===== src/rtl/adc_model_pkg.sv =====
// Shared types and constants for the multi-channel SAR ADC bench model.
// The optional oversampling feature is enabled with `define ADC_OVERSAMPLE_EN.
package adc_model_pkg;

    // Conversion sequencer states.
    typedef enum logic [1:0] {
        IDLE = 2'd0,
        CONV = 2'd1,
        READ = 2'd2
    } state_e;

    // Largest honoured oversampling exponent (64 samples).
    localparam int OS_MAX    = 6;
    // Accumulator growth needed to sum 2**OS_MAX samples without overflow.
    localparam int ACC_EXTRA = 6;

    // Ceiling log2, usable in parameter/localparam expressions.
    function automatic int clog2(input int value);
        int r;
        r = 0;
        for (int i = 0; i < 32; i++) begin
            if ((1 << r) < value) begin
                r = r + 1;
            end
        end
        return r;
    endfunction

endpackage : adc_model_pkg


===== src/rtl/adc_serial_shifter.sv =====
// One serial output line of the ADC model: parallel-load a frame of BITS bits,
// shift it out MSB-first one bit per enabled cycle into a registered output.
// done_o flags the cycle in which the final bit of the frame is being shifted.
module adc_serial_shifter
    import adc_model_pkg::*;
#(
    parameter int BITS = 64
) (
    input  logic            rd_sclk,
    input  logic            reset,
    input  logic            load_i,
    input  logic [BITS-1:0] data_i,
    input  logic            shift_i,
    input  logic            clear_i,
    output logic            bit_o,
    output logic            done_o
);

    localparam int CNT_W = clog2(BITS + 1);

    logic [BITS-1:0]  sr_q,  sr_d;
    logic [CNT_W-1:0] cnt_q, cnt_d;
    logic             bit_q, bit_d;

    // Next-state: load beats shift beats clear; otherwise everything holds (pause).
    always_comb begin
        // NOTE: every always_comb target gets a default first so no path infers a latch.
        sr_d  = sr_q;
        cnt_d = cnt_q;
        bit_d = bit_q;
        if (load_i) begin
            sr_d  = data_i;
            cnt_d = '0;
            bit_d = 1'b0;
        end else if (shift_i) begin
            bit_d = sr_q[BITS-1];
            sr_d  = sr_q << 1;
            cnt_d = cnt_q + CNT_W'(1);
        end else if (clear_i) begin
            bit_d = 1'b0;
        end
    end

    // State register for shift data, bit counter and the output bit.
    always_ff @(posedge rd_sclk or negedge reset) begin
        if (!reset) begin
            sr_q  <= '0;
            cnt_q <= '0;
            bit_q <= 1'b0;
        end else begin
            // NOTE: sequential state uses non-blocking assignments so all registers update together.
            sr_q  <= sr_d;
            cnt_q <= cnt_d;
            bit_q <= bit_d;
        end
    end

    // Outputs: registered line bit and end-of-frame strobe.
    always_comb begin
        bit_o  = bit_q;
        done_o = shift_i && (cnt_q == CNT_W'(BITS - 1));
    end

endmodule : adc_serial_shifter


===== config.mk =====
export PLATFORM = sky130hd
export DESIGN_NAME = adc_serial_shifter
export DESIGN_NICKNAME = d
export VERILOG_FILES = /design/src/rtl/adc_model_pkg.sv /design/src/rtl/adc_serial_shifter.sv
export SDC_FILE = /design/constraint.sdc
export NUM_CORES = 1
export LEC_CHECK = 0
export CORE_MARGIN = 2
export CORE_UTILIZATION = 54
export CTS_BUF_LIST = sky130_fd_sc_hd__clkbuf_16
export DETAILED_ROUTE_END_ITERATION = 8
export PLACE_DENSITY = 0.91
export SETUP_SLACK_MARGIN = 0.5
export SYNTH_ARGS = -nofsm -noshare
export SYNTH_HDL_FRONTEND = slang
export SYNTH_SLANG_ARGS = --single-unit

===== constraint.sdc =====
create_clock -name rd_sclk -period 2.3 [get_ports rd_sclk]
set_clock_uncertainty 0.1 [all_clocks]
set_input_delay 0.23 -clock rd_sclk [delete_from_list [all_inputs] [get_ports rd_sclk]]
set_output_delay 0.23 -clock rd_sclk [all_outputs]
set_load 0.005 [all_outputs]

# After elaboration in Yosys (flattened, before gate mapping)
# Cells that the tools add are included.
dict set report classes {
  eq_ne 1
  n_mux 7
  addsub 1
  n_reduce_logical 3
}
# cell count
set op_table {}
lappend op_table {{2-to-1 mux 64 bit} 2}
lappend op_table {{2-to-1 mux 7 bit} 2}
lappend op_table {{adder 7 x 1 -> 7 bit, second input constant} 1}
lappend op_table {{== test 7 x 6 -> 1 bit, second input constant} 1}
lappend op_table {{2-to-1 mux 1 bit} 3}
lappend op_table {{nonzero test 3 bit} 1}
lappend op_table {{nonzero test 2 bit} 1}
lappend op_table {{logical AND 1 bit} 1}
dict set report totals {
  wordCells 15
  output_inout_bits 2
  ff_bits 72
  in_bits 69
}

# Depth between registers and ports, before layout
# Gate-level depths: netlist (run 1).
dict set report depth {
  ltp_word 3
  ltp_mapped 5
  depth_no_buf 4
}

# Worst setup path after synthesis (run 1)
# OpenSTA, ideal clock, no wires.
dict set report synth_path {
  path_kind {register -> output}
  startpoint {register cnt_q[0]}
  endpoint {output port done_o}
  n_path_buf 0
  slack_ns 0.969
  path_stages_with_launch 5
  t_arrival_ns 1.001
  cell_sequence {dfrtp_1 ha_1 nand2_1 or3_1 inv_1}
}
dict set report synth_between {
  elab_chain_cells 2
}
# element line_no
set synth_lines {}
lappend synth_lines {{start: declaration} adc_serial_shifter.sv:22} ;# logic [CNT_W-1:0] cnt_q, cnt_d;
lappend synth_lines {{start signal: assignment} adc_serial_shifter.sv:53} ;# cnt_q <= cnt_d;
lappend synth_lines {{== test 7 x 6 -> 1 bit} adc_serial_shifter.sv:61} ;# done_o = shift_i && (cnt_q == CNT_W'(BITS - 1));
lappend synth_lines {{logical AND 1 bit} adc_serial_shifter.sv:61}
lappend synth_lines {{end: declaration} adc_serial_shifter.sv:16} ;# output logic done_o
# Every way passes these cells.

# Worst setup path in the final report (run 1)
# Ends and elaborated chain as after synthesis.

==> results of run 1 <==
[kinds of logic (layout without fill, tap and decap cells)]
| family | count (synthesis) | in the layout | share of synthesized area, % |
|---|---|---|---|
| mux | 64 | 64 | 19.5 |
| fa+ha+maj | 1 | 1 | 0.381 |
| compound gates | 69 | 69 | 10.6 |
| buf+inv | 24 | 97 | 3.85 |
| simple gates | 80 | 80 | 9.61 |
| flops | 72 | 72 | 54.9 |
| xor+xnor | 4 | 4 | 1.07 |
[layout make-up]
type | instances | area (sq um) | area share [%]
sequential | 72 | 1800 | 41.6
tap | 75 | 93.8 | 2.17
multi-input combinational | 218 | 1360 | 31.5
clock buffer | 9 | 225 | 5.20
inverter | 1 | 3.75 | 0.0867
clock inverter | 7 | 55.1 | 1.27
timing repair buffer | 80 | 788 | 18.2
[what timing repair did]
action,in CTS,in global routing
buffers inserted,4,2
pin swaps,2,3
hold buffers,1,0
setup endpoints to repair,1,1
hold endpoints to repair,35,0
resized for setup,4,1
[through the flow]
step	area [sq um]	hold slack [ns]	util, %
after floorplan	3280	-0.166	-
final	4330	0.272	73.6
after global placement	3990	0.245	67.8
after CTS	4310	0.265	73.2
after detailed placement	3990	0.261	67.8
after global routing	4330	0.308	73.6
[cells in the mapped netlist, drive strengths merged, types with 2 or more instances]
| cell type | number | share of area, % |
|---|---|---|
| a21oi | 2 | 0.31 |
| buf | 15 | 2.8 |
| clkbuf | 8 | 0.92 |
| dfrtp | 72 | 55 |
| mux2i | 64 | 20 |
| nand2 | 67 | 7.7 |
| nand4 | 3 | 0.57 |
| nor2 | 7 | 0.80 |
| o21ai | 66 | 10 |
| or3 | 2 | 0.38 |
| xor2 | 3 | 0.80 |
[cells in the final DEF, fill, tap and decap left out, types with 2 or more instances in the layout]
cell type,Yosys,layout
buf_4,7,9
nand4_1,3,3
o21ai_0,66,66
buf_2,8,2
nand2_1,67,67
inv_1,1,3
mux2i_1,64,64
a21oi_1,2,2
clkdlybuf4s50_1,0,66
buf_12,0,2
clkinv_2,0,2
nor2_1,7,7
dfrtp_1,72,72
clkbuf_16,0,9
clkinv_1,0,2
xor2_1,3,3
or3_1,2,2
[sequential cells by signal, summed over array words and instances (netlist names)]
signal  cells
sr_q       64
cnt_q       7
bit_o       1
[layer usage]
metal	vias to the layer above	track usage [%]
li1	1220	-
met1	1110	26.4
met2	61	36.1
met3	11	3.96
met4	0	9.67
met5	-	0
[power breakdown]
part | switching, W | internal, W | total, W
sequential | 0.0000710 | 0.00139 | 0.00146
combinational | 0.000187 | 0.000232 | 0.000418
clock | 0.000476 | 0.000819 | 0.00129
[worst min path at each step]
stage / start / to / slack (ns) / cells after the start
after global placement: reset / sr_q[42] / 0.25 / 1
after detailed placement: reset / sr_q[43] / 0.26 / 1
after global routing: shift_i / cnt_q[5] / 0.31 / 4
after CTS: shift_i / cnt_q[5] / 0.27 / 4
after floorplan: reset / bit_o / -0.17 / 0
final: load_i / sr_q[16] / 0.27 / 3
[worst max-delay path: stages (launching register included)]
cell	delay, ns
dfrtp_1	0.40
ha_4	0.15
nand2_1	0.05
or3_1	0.32
inv_1	0.05
buf_2	0.10
==> metrics.md, run 1 <==
| Metric | Value |
|---|---|
| Post-synth ARST share | `100%` |
| Router iterations before antenna repair | `4` |
| Die height | `81.9 um` |
| DR top layer | `met4` |
| WL per Instance | `14.3 um` |
| Drt total wl | `6630 um` |
| R2R cell count | `5` |
| FILL cells | `422` |
| Wire length on met1 | `2880 um` |
| Count of final setup violators | `0` |
| Synth Warn # | `0` |
| Max-Cap Viols | `0` |
| Fin. Hold Viols | `0` |
| Die footprint | `6710 sq um` |
| Netlist cell types | `17` |
| Mapped Cells | `314` |
| Rows | `28` |
| Non-Filler Instances | `462` |
| Period minus WS final | `1.73 ns` |
| DP Cell Count | `439` |
| Worst-path clk slew | `0.05 ns` |
| Design Power | `0.00317 W` |
| Global-route wire length before repair | `10600 um` |
| Leak | `2.02 nW` |
| P per Cell Area | `733 nW/um^2` |
| CTS buffer count | `9` |
| Fraction of layout instances using a drive strength above 1 | `6.72%` |
| Avg Inst Size Synth | `10.4 sq um` |
| Detail Route Antenna Nets | `0` |
| Achievable Freq | `580 MHz` |
| Via count | `2402` |
| Worst Setup SP | `cnt_q[0]` |
| N_diodes | `0` |
| Crit path launch type | `flop` |
| Core area | `5890 sq um` |
| Routability congestion estimate from global placement | `0.742` |
| Crit path to | `done_o` |
| DR WL met2 | `3360 um` |
| Max rail drop VDD | `0.000460 V` |
| Via density per instance | `5.20` |
| Iter 0 DRT Violations | `171` |
| Hold Crit Class | `in2reg` |
| Clock latency on the worst-skew pair | `0.32 ns` |
| Synthesized area | `3280 sq um` |
| I/O Pins | `71` |
| Synthesized flop and latch total | `72` |
| Worst Path Required | `1.97 ns` |
| Vias in the first global route | `2361` |
| R2r endpoint | `cnt_q[6]` |
| Post-Syn Nets | `384` |
| Critical path type | `reg2out` |
| Period Utilization, post-route | `75.0%` |
| Initial antenna violation count | `0` |
| Status | `finished, final reports clean` |
| Placement Setup Slack | `0.424 ns` |
| RSZ-0062 raised after global routing | `no` |
| CTS tree | `built` |
| Clock Tree Buf Depth | `2` |
| Sequential cell area fraction in the yosys report | `54.9%` |
| Reg2Reg Setup Slack | `0.94 ns` |
| Nets | `452` |
| Pin count of the biggest net entering global routing | `84` |
| Critical path peak fanout | `2` |
| Root Driver | `clkbuf_16` |
| Slew headroom | `27.3%` |
| Die Wd | `81.9 um` |
| Setup crit end kind | `output port` |
| WP data arrival | `1.40 ns` |
| RR Startpoint | `cnt_q[0]` |
| CTS H-tree lvls | `3` |
| Least-Margin Pin Slew | `1.09 ns` |
| Initial core utilization | `55.7%` |
| Final worst slack | `0.575 ns` |
| Slew Viols, Final | `0` |
| Layout area overhead | `32.1%` |
| Routed wl met3 | `290 um` |
| Fin Setup TNS | `0 ns` |
| Total gr overflow | `0` |
| Post-DP HPWL | `4180 um` |
| Clock sink count | `72` |
| Drt drc | `0` |
| Primary FF master, synth | `dfrtp_1` |
| Post-synth EDFFs | `0` |
| Gr usage total | `21.3%` |
| # port buffers | `70` |
Power figures use the tool's default switching activity.
==> run 2, diff against run 1 <==
- CORE_UTILIZATION: 54 -> 46
- PLACE_DENSITY: 0.91 -> 0.83
- clock period: 2.3 -> 1.45 ns (I/O delays scaled with it)
==> metrics.md, run 2 (same netlist as run 1, synthesis figures left out) <==
| Metric | Value |
|---|---|
| Core area | `6830 sq um (+16%)` |
| RSZ-0062 raised after global routing | `yes` |
| Critical path type | `reg2out` |
| Register name with the most flops | `sr_q` |
| # port buffers | `70 (unchanged)` |
| Drt total wl | `6800 um (+2.6%)` |
| Final worst slack | `-0.170 ns (-0.745 ns)` |
| Hold Crit Class | `in2reg` |
| Root Driver | `clkbuf_16` |
| Clock sink count | `72 (unchanged)` |
| Crit path launch type | `flop` |
| Nets | `462 (+2.2%)` |
| Die height | `88.4 um (+7.9%)` |
| Initial core utilization | `48.0% (-7.7 points)` |
| Routability congestion estimate from global placement | `0.722 (-2.6%)` |
| Count of final setup violators | `2 (+2)` |
| Global-route wire length before repair | `10800 um (+1.2%)` |
| Pin count of the biggest net entering global routing | `88 (+4.8%)` |
| I/O Pins | `71 (unchanged)` |
| Post-DP HPWL | `4070 um (-2.6%)` |
| Leak | `2.11 nW (+4.3%)` |
| Iter 0 DRT Violations | `91 (-47%)` |
| Clock latency on the worst-skew pair | `0.32 ns (about the same)` |
| CTS tree | `built` |
| Fin Setup TNS | `-0.193 ns (-0.193 ns)` |
| Slew headroom | `75.1% (+48 points)` |
| Vias in the first global route | `2449 (+3.7%)` |
| Period Utilization, post-route | `112%` |
| Clock Tree Buf Depth | `2 (unchanged)` |
| Gr usage total | `17.8% (-3.4 points)` |
| Drt drc | `0 (unchanged)` |
| Die Wd | `88.4 um (+7.9%)` |
| Total gr overflow | `0 (unchanged)` |
| Most frequent cells in the layout | `72 x dfrtp_1, 66 x o21ai_0, 65 x nand2_1, 65 x clkdlybuf4s50_1, 64 x mux2i_1` |
| Crit-path slowest cell | `dfrtp_1` |
| Max FFs per register | `64 (unchanged)` |
| Die footprint | `7820 sq um (+17%)` |
| Achievable Freq | `617 MHz` |
| Initial antenna violation count | `0 (unchanged)` |
| Via count | `2459 (+2.4%)` |
| N_diodes | `0 (unchanged)` |
| Status | `finished with violations` |
| Layout area overhead | `38.1%` |
| Worst-path clk slew | `0.05 ns (about the same)` |
| Detail Route Antenna Nets | `0 (unchanged)` |
| CP peak stage delay | `0.39 ns (about the same)` |
| Max-Cap Viols | `0 (unchanged)` |
| Most common cell after layout, fill and taps aside | `dfrtp_1` |
| Least-Margin Pin Slew | `0.373 ns (-0.717 ns)` |
| CTS H-tree lvls | `3 (unchanged)` |
| Slew Viols, Final | `0 (unchanged)` |
| CTS buffer count | `9 (unchanged)` |
| Via density per instance | `5.02 (-3.5%)` |
| Rows | `30 (+7.1%)` |
| CP delay by family, top | `flip-flops` |
| Router iterations before antenna repair | `4 (unchanged)` |
| Setup crit end kind | `output port` |
| Period minus WS final | `1.62 ns` |
| WL per Instance | `13.9 um (-3.3%)` |
| WP data arrival | `1.38 ns (-0.02 ns)` |
| Fin. Hold Viols | `0 (unchanged)` |
| CP Cell Sequence | `ha_4 -> nand2_2 -> or3_4 -> inv_2 -> buf_6` |
| Worst Path Required | `1.21 ns (-0.76 ns)` |
| P per Cell Area | `1070 nW/um^2 (+46%)` |
| WHS | `0.148 ns (-0.125 ns)` |
| Fraction of layout instances using a drive strength above 1 | `10.7% (+3.9 points)` |
| CP bufs+invs | `2 (unchanged)` |
| Failing checks | `negative setup slack` |
| Critical path peak fanout | `2 (unchanged)` |
| Max rail drop VDD | `0.000711 V (+54%)` |
-- run 2: changes by cell type in the layout (fill, tap and decap cells not counted), sizes merged --
cell,previous run,this run
clkinv,4,2
clkdlybuf4s50,66,65
bufinv,1,0
clkbuf,9,11
buf,13,22
-- run 2: path summary, 6_finish.rpt --
kind / start / to / slack, ns / cells past startpoint
min in group asynchronous: reset / bit_o / 0.27 / 3
max in group asynchronous: reset / sr_q[54] / 0.67 / 3
worst min-delay path: shift_i / cnt_q[4] / 0.15 / 4
worst min register to register: bit_o / bit_o / 0.42 / 2
worst max register to register: cnt_q[1] / cnt_q[4] / -0.02 / 7
worst max-delay path: cnt_q[1] / done_o / -0.17 / 5
-- run 2: routing by layer --
metal | wire length [um] | GRT usage, % | vias up
met5 | 0 | 0 | -
met3 | 286 | 3.45 | 6
met4 | 72 | 7.02 | 0
met1 | 3070 | 21.7 | 1164
met2 | 3370 | 31.2 | 54
li1 | - | - | 1235
-- run 2: layout make-up --
class                   count  area [sq um]
fillers                   558          2300
flip-flops and latches     72          1800
multi-input cells         218          1390
repair buffers             90           970
clock buffers               9           225
well taps                  96           120
clock inverters             4          17.5
inverters                   1          3.75
-- run 2: worst min-delay path, stage by stage --
cell and delay [ns]:
buf_4 0.12, nand4_1 0.10, xor2_1 0.07, nor2_1 0.09
-- run 2: power by group --
group | switching [W] | leakage, nW | internal, W
Sequential | 0.000108 | 0.889 | 0.00220
Combinational | 0.000307 | 1.09 | 0.000407
Clock | 0.000722 | 0.129 | 0.00111
-- run 2: stage by stage --
| stage | setup WS [ns] | instance area (sq um) | util [%] | std cells | power [W] |
|---|---|---|---|---|---|
| 5_1_grt | -0.232 | 4530 | 66.3 | 490 | 0.00509 |
| 3_3_place_gp | -0.209 | 4110 | 60.2 | 469 | 0.00297 |
| 2_1_floorplan | 0.204 | 3280 | - | 314 | 0.00267 |
| 3_5_place_dp | -0.233 | 4110 | 60.2 | 469 | 0.00300 |
| 4_1_cts | -0.239 | 4440 | 65.0 | 486 | 0.00489 |
| 6_report | -0.170 | 4530 | 66.3 | 490 | 0.00485 |
-- run 2: repair_timing --
item / 4_1_cts / 5_1_grt
setup buffers: 2 / 1
pin swaps: 6 / 9
hold endpoints to repair: 72 / 0
hold buffers: 1 / 0
setup endpoints to repair: 71 / 33
gates resized for setup: 18 / 5
gates cloned: 1 / 3
==> run 3, diff against run 2 <==
- CORE_MARGIN: 2 -> not set
- CTS_CLUSTER_SIZE: not set -> 14
==> metrics.md, run 3 (same netlist as run 1, synthesis figures left out) <==
| Metric | Value |
|---|---|
| Router iterations before antenna repair | `4 (unchanged)` |
| Register name with the most flops | `sr_q` |
| Slew headroom | `79.9% (+4.8 points)` |
| WL per Instance | `13.2 um (-5.1%)` |
| Fraction of layout instances using a drive strength above 1 | `10.1% (-0.53 points)` |
| Count of final setup violators | `1 (-1)` |
| Routability congestion estimate from global placement | `0.757 (+4.7%)` |
| Least-Margin Pin Slew | `0.301 ns (-0.0721 ns)` |
| Total gr overflow | `0 (unchanged)` |
| Layout area overhead | `37.2%` |
| CTS tree | `built` |
| Post-DP HPWL | `4260 um (+4.6%)` |
| R2R cell count | `7 (unchanged)` |
| Most frequent cells in the layout | `72 x dfrtp_1, 66 x o21ai_0, 65 x nand2_1, 65 x clkdlybuf4s50_1, 64 x mux2i_1` |
| Drt drc | `0 (unchanged)` |
| CTS H-tree lvls | `3 (unchanged)` |
| Crit path launch type | `flop` |
| Detail Route Antenna Nets | `0 (unchanged)` |
| Root Driver | `clkbuf_16` |
| Die height | `86.4 um (-2.3%)` |
| Die footprint | `7470 sq um (-4.5%)` |
| Clock Tree Buf Depth | `2 (unchanged)` |
| Fin Setup TNS | `-0.196 ns (-0.00249 ns)` |
| Max rail drop VDD | `0.000740 V (+4.1%)` |
| Via density per instance | `5.02 (+0.12%)` |
| Period minus WS final | `1.65 ns (+0.0253 ns)` |
| WP data arrival | `1.40 ns (+0.02 ns)` |
| Status | `finished with violations` |
| Max-Cap Viols | `0 (unchanged)` |
| Failing checks | `negative setup slack` |
| DR WL met2 | `3230 um (-4.2%)` |
| I/O Pins | `71 (unchanged)` |
| Worst Path Required | `1.21 ns (about the same)` |
| Routed wl met3 | `233 um (-19%)` |
| RSZ-0062 raised after global routing | `yes` |
| Pin count of the biggest net entering global routing | `88 (unchanged)` |
| Rows | `30 (unchanged)` |
| RR Startpoint | `cnt_q[0]` |
| Nets | `462 (unchanged)` |
| Worst-path clk slew | `0.05 ns (about the same)` |
| WHS | `0.150 ns (+0.00232 ns)` |
| N_diodes | `0 (unchanged)` |
| Placed Area | `4130 sq um (+0.37%)` |
| Setup crit end kind | `output port` |
| Reg2Reg Setup Slack | `0 ns (+0.02 ns)` |
| DR top layer | `met4` |
| Final worst slack | `-0.196 ns (-0.0253 ns)` |
| Most common cell after layout, fill and taps aside | `dfrtp_1` |
| Hold Crit Class | `in2async` |
| Slew Viols, Final | `0 (unchanged)` |
| Period Utilization, post-route | `113% (+1.7 points)` |
| Worst Setup SP | `cnt_q[0]` |
| Core area | `6830 sq um (unchanged)` |
| # port buffers | `70 (unchanged)` |
| Max FFs per register | `64 (unchanged)` |
| Initial core utilization | `48.0% (unchanged)` |
| Via count | `2467 (+0.33%)` |
| Iter 0 DRT Violations | `143 (+57%)` |
| P per Cell Area | `1070 nW/um^2 (+0.17%)` |
| Crit path to | `done_o` |
| Wire length on met1 | `2930 um (-4.6%)` |
| Initial antenna violation count | `0 (unchanged)` |
| Utilization after layout | `65.9% (-0.42 points)` |
| Die Wd | `86.4 um (-2.3%)` |
| Clock sink count | `72 (unchanged)` |
| R2r endpoint | `cnt_q[4]` |
| Global-route wire length before repair | `11000 um (+2.1%)` |
| Gr usage total | `18.8% (+0.93 points)` |
| Fin. Hold Viols | `0 (unchanged)` |
| Achievable Freq | `608 MHz (-1.5%)` |
| Critical path type | `reg2out` |
| Leak | `2.09 nW (-0.84%)` |
| Drt total wl | `6460 um (-4.9%)` |
| Fin area | `4500 sq um (-0.64%)` |
| Critical path peak fanout | `2 (unchanged)` |
| Clock latency on the worst-skew pair | `0.32 ns (about the same)` |
| Vias in the first global route | `2482 (+1.3%)` |
| CTS buffer count | `9 (unchanged)` |
-- run 3: power by group --
group	internal, W	switching (W)
Combinational	0.000400	0.000297
Clock	0.00111	0.000715
Sequential	0.00220	0.000108
-- run 3: how the worst min path moves through the flow --
stage | start | endpoint | cells after the start
after floorplan | reset | bit_o | 0
after global placement | reset | cnt_q[6] | 1
after detailed placement | reset | cnt_q[6] | 1
after CTS | reset | sr_q[59] | 2
after global routing | reset | sr_q[59] | 2
final | reset | cnt_q[6] | 2
-- run 3: what timing repair did --
item	CTS	global route
buffers inserted	2	1
pin swaps	11	3
setup endpoints to repair	32	17
hold buffers	2	0
resized for setup	17	7
cloned	0	1
hold endpoints to repair	73	0
-- run 3: metrics by stage --
| step | setup slack, ns | total power, W | cells |
|---|---|---|---|
| detailed placement | -0.240 | 0.00301 | 471 |
| global placement | -0.206 | 0.00297 | 471 |
| finish | -0.196 | 0.00483 | 491 |
| CTS | -0.245 | 0.00486 | 489 |
| floorplan | 0.204 | 0.00267 | 314 |
| global route | -0.237 | 0.00508 | 491 |
-- run 3: layout make-up --
| type | count | area (sq um) |
|---|---|---|
| multi-input cells | 218 | 1390 |
| flip-flops and latches | 72 | 1800 |
| inverters | 1 | 3.75 |
| well taps | 96 | 120 |
| fillers | 559 | 2330 |
| clock buffers | 9 | 225 |
| clock inverters | 5 | 20.0 |
| repair buffers | 90 | 943 |
-- run 3: routing by layer --
metal / global-route usage [%] / up-vias
li1: - / 1231
met1: 23.7 / 1172
met2: 31.8 / 55
met3: 4.10 / 9
met4: 6.82 / 0
met5: 0 / -
-- run 3: critical path, cell delays in order, from the launching register on --
cell and delay [ns]:
dfrtp_1 0.40, ha_4 0.17, nand2_2 0.05, or3_4 0.33, inv_2 0.06, buf_6 0.08
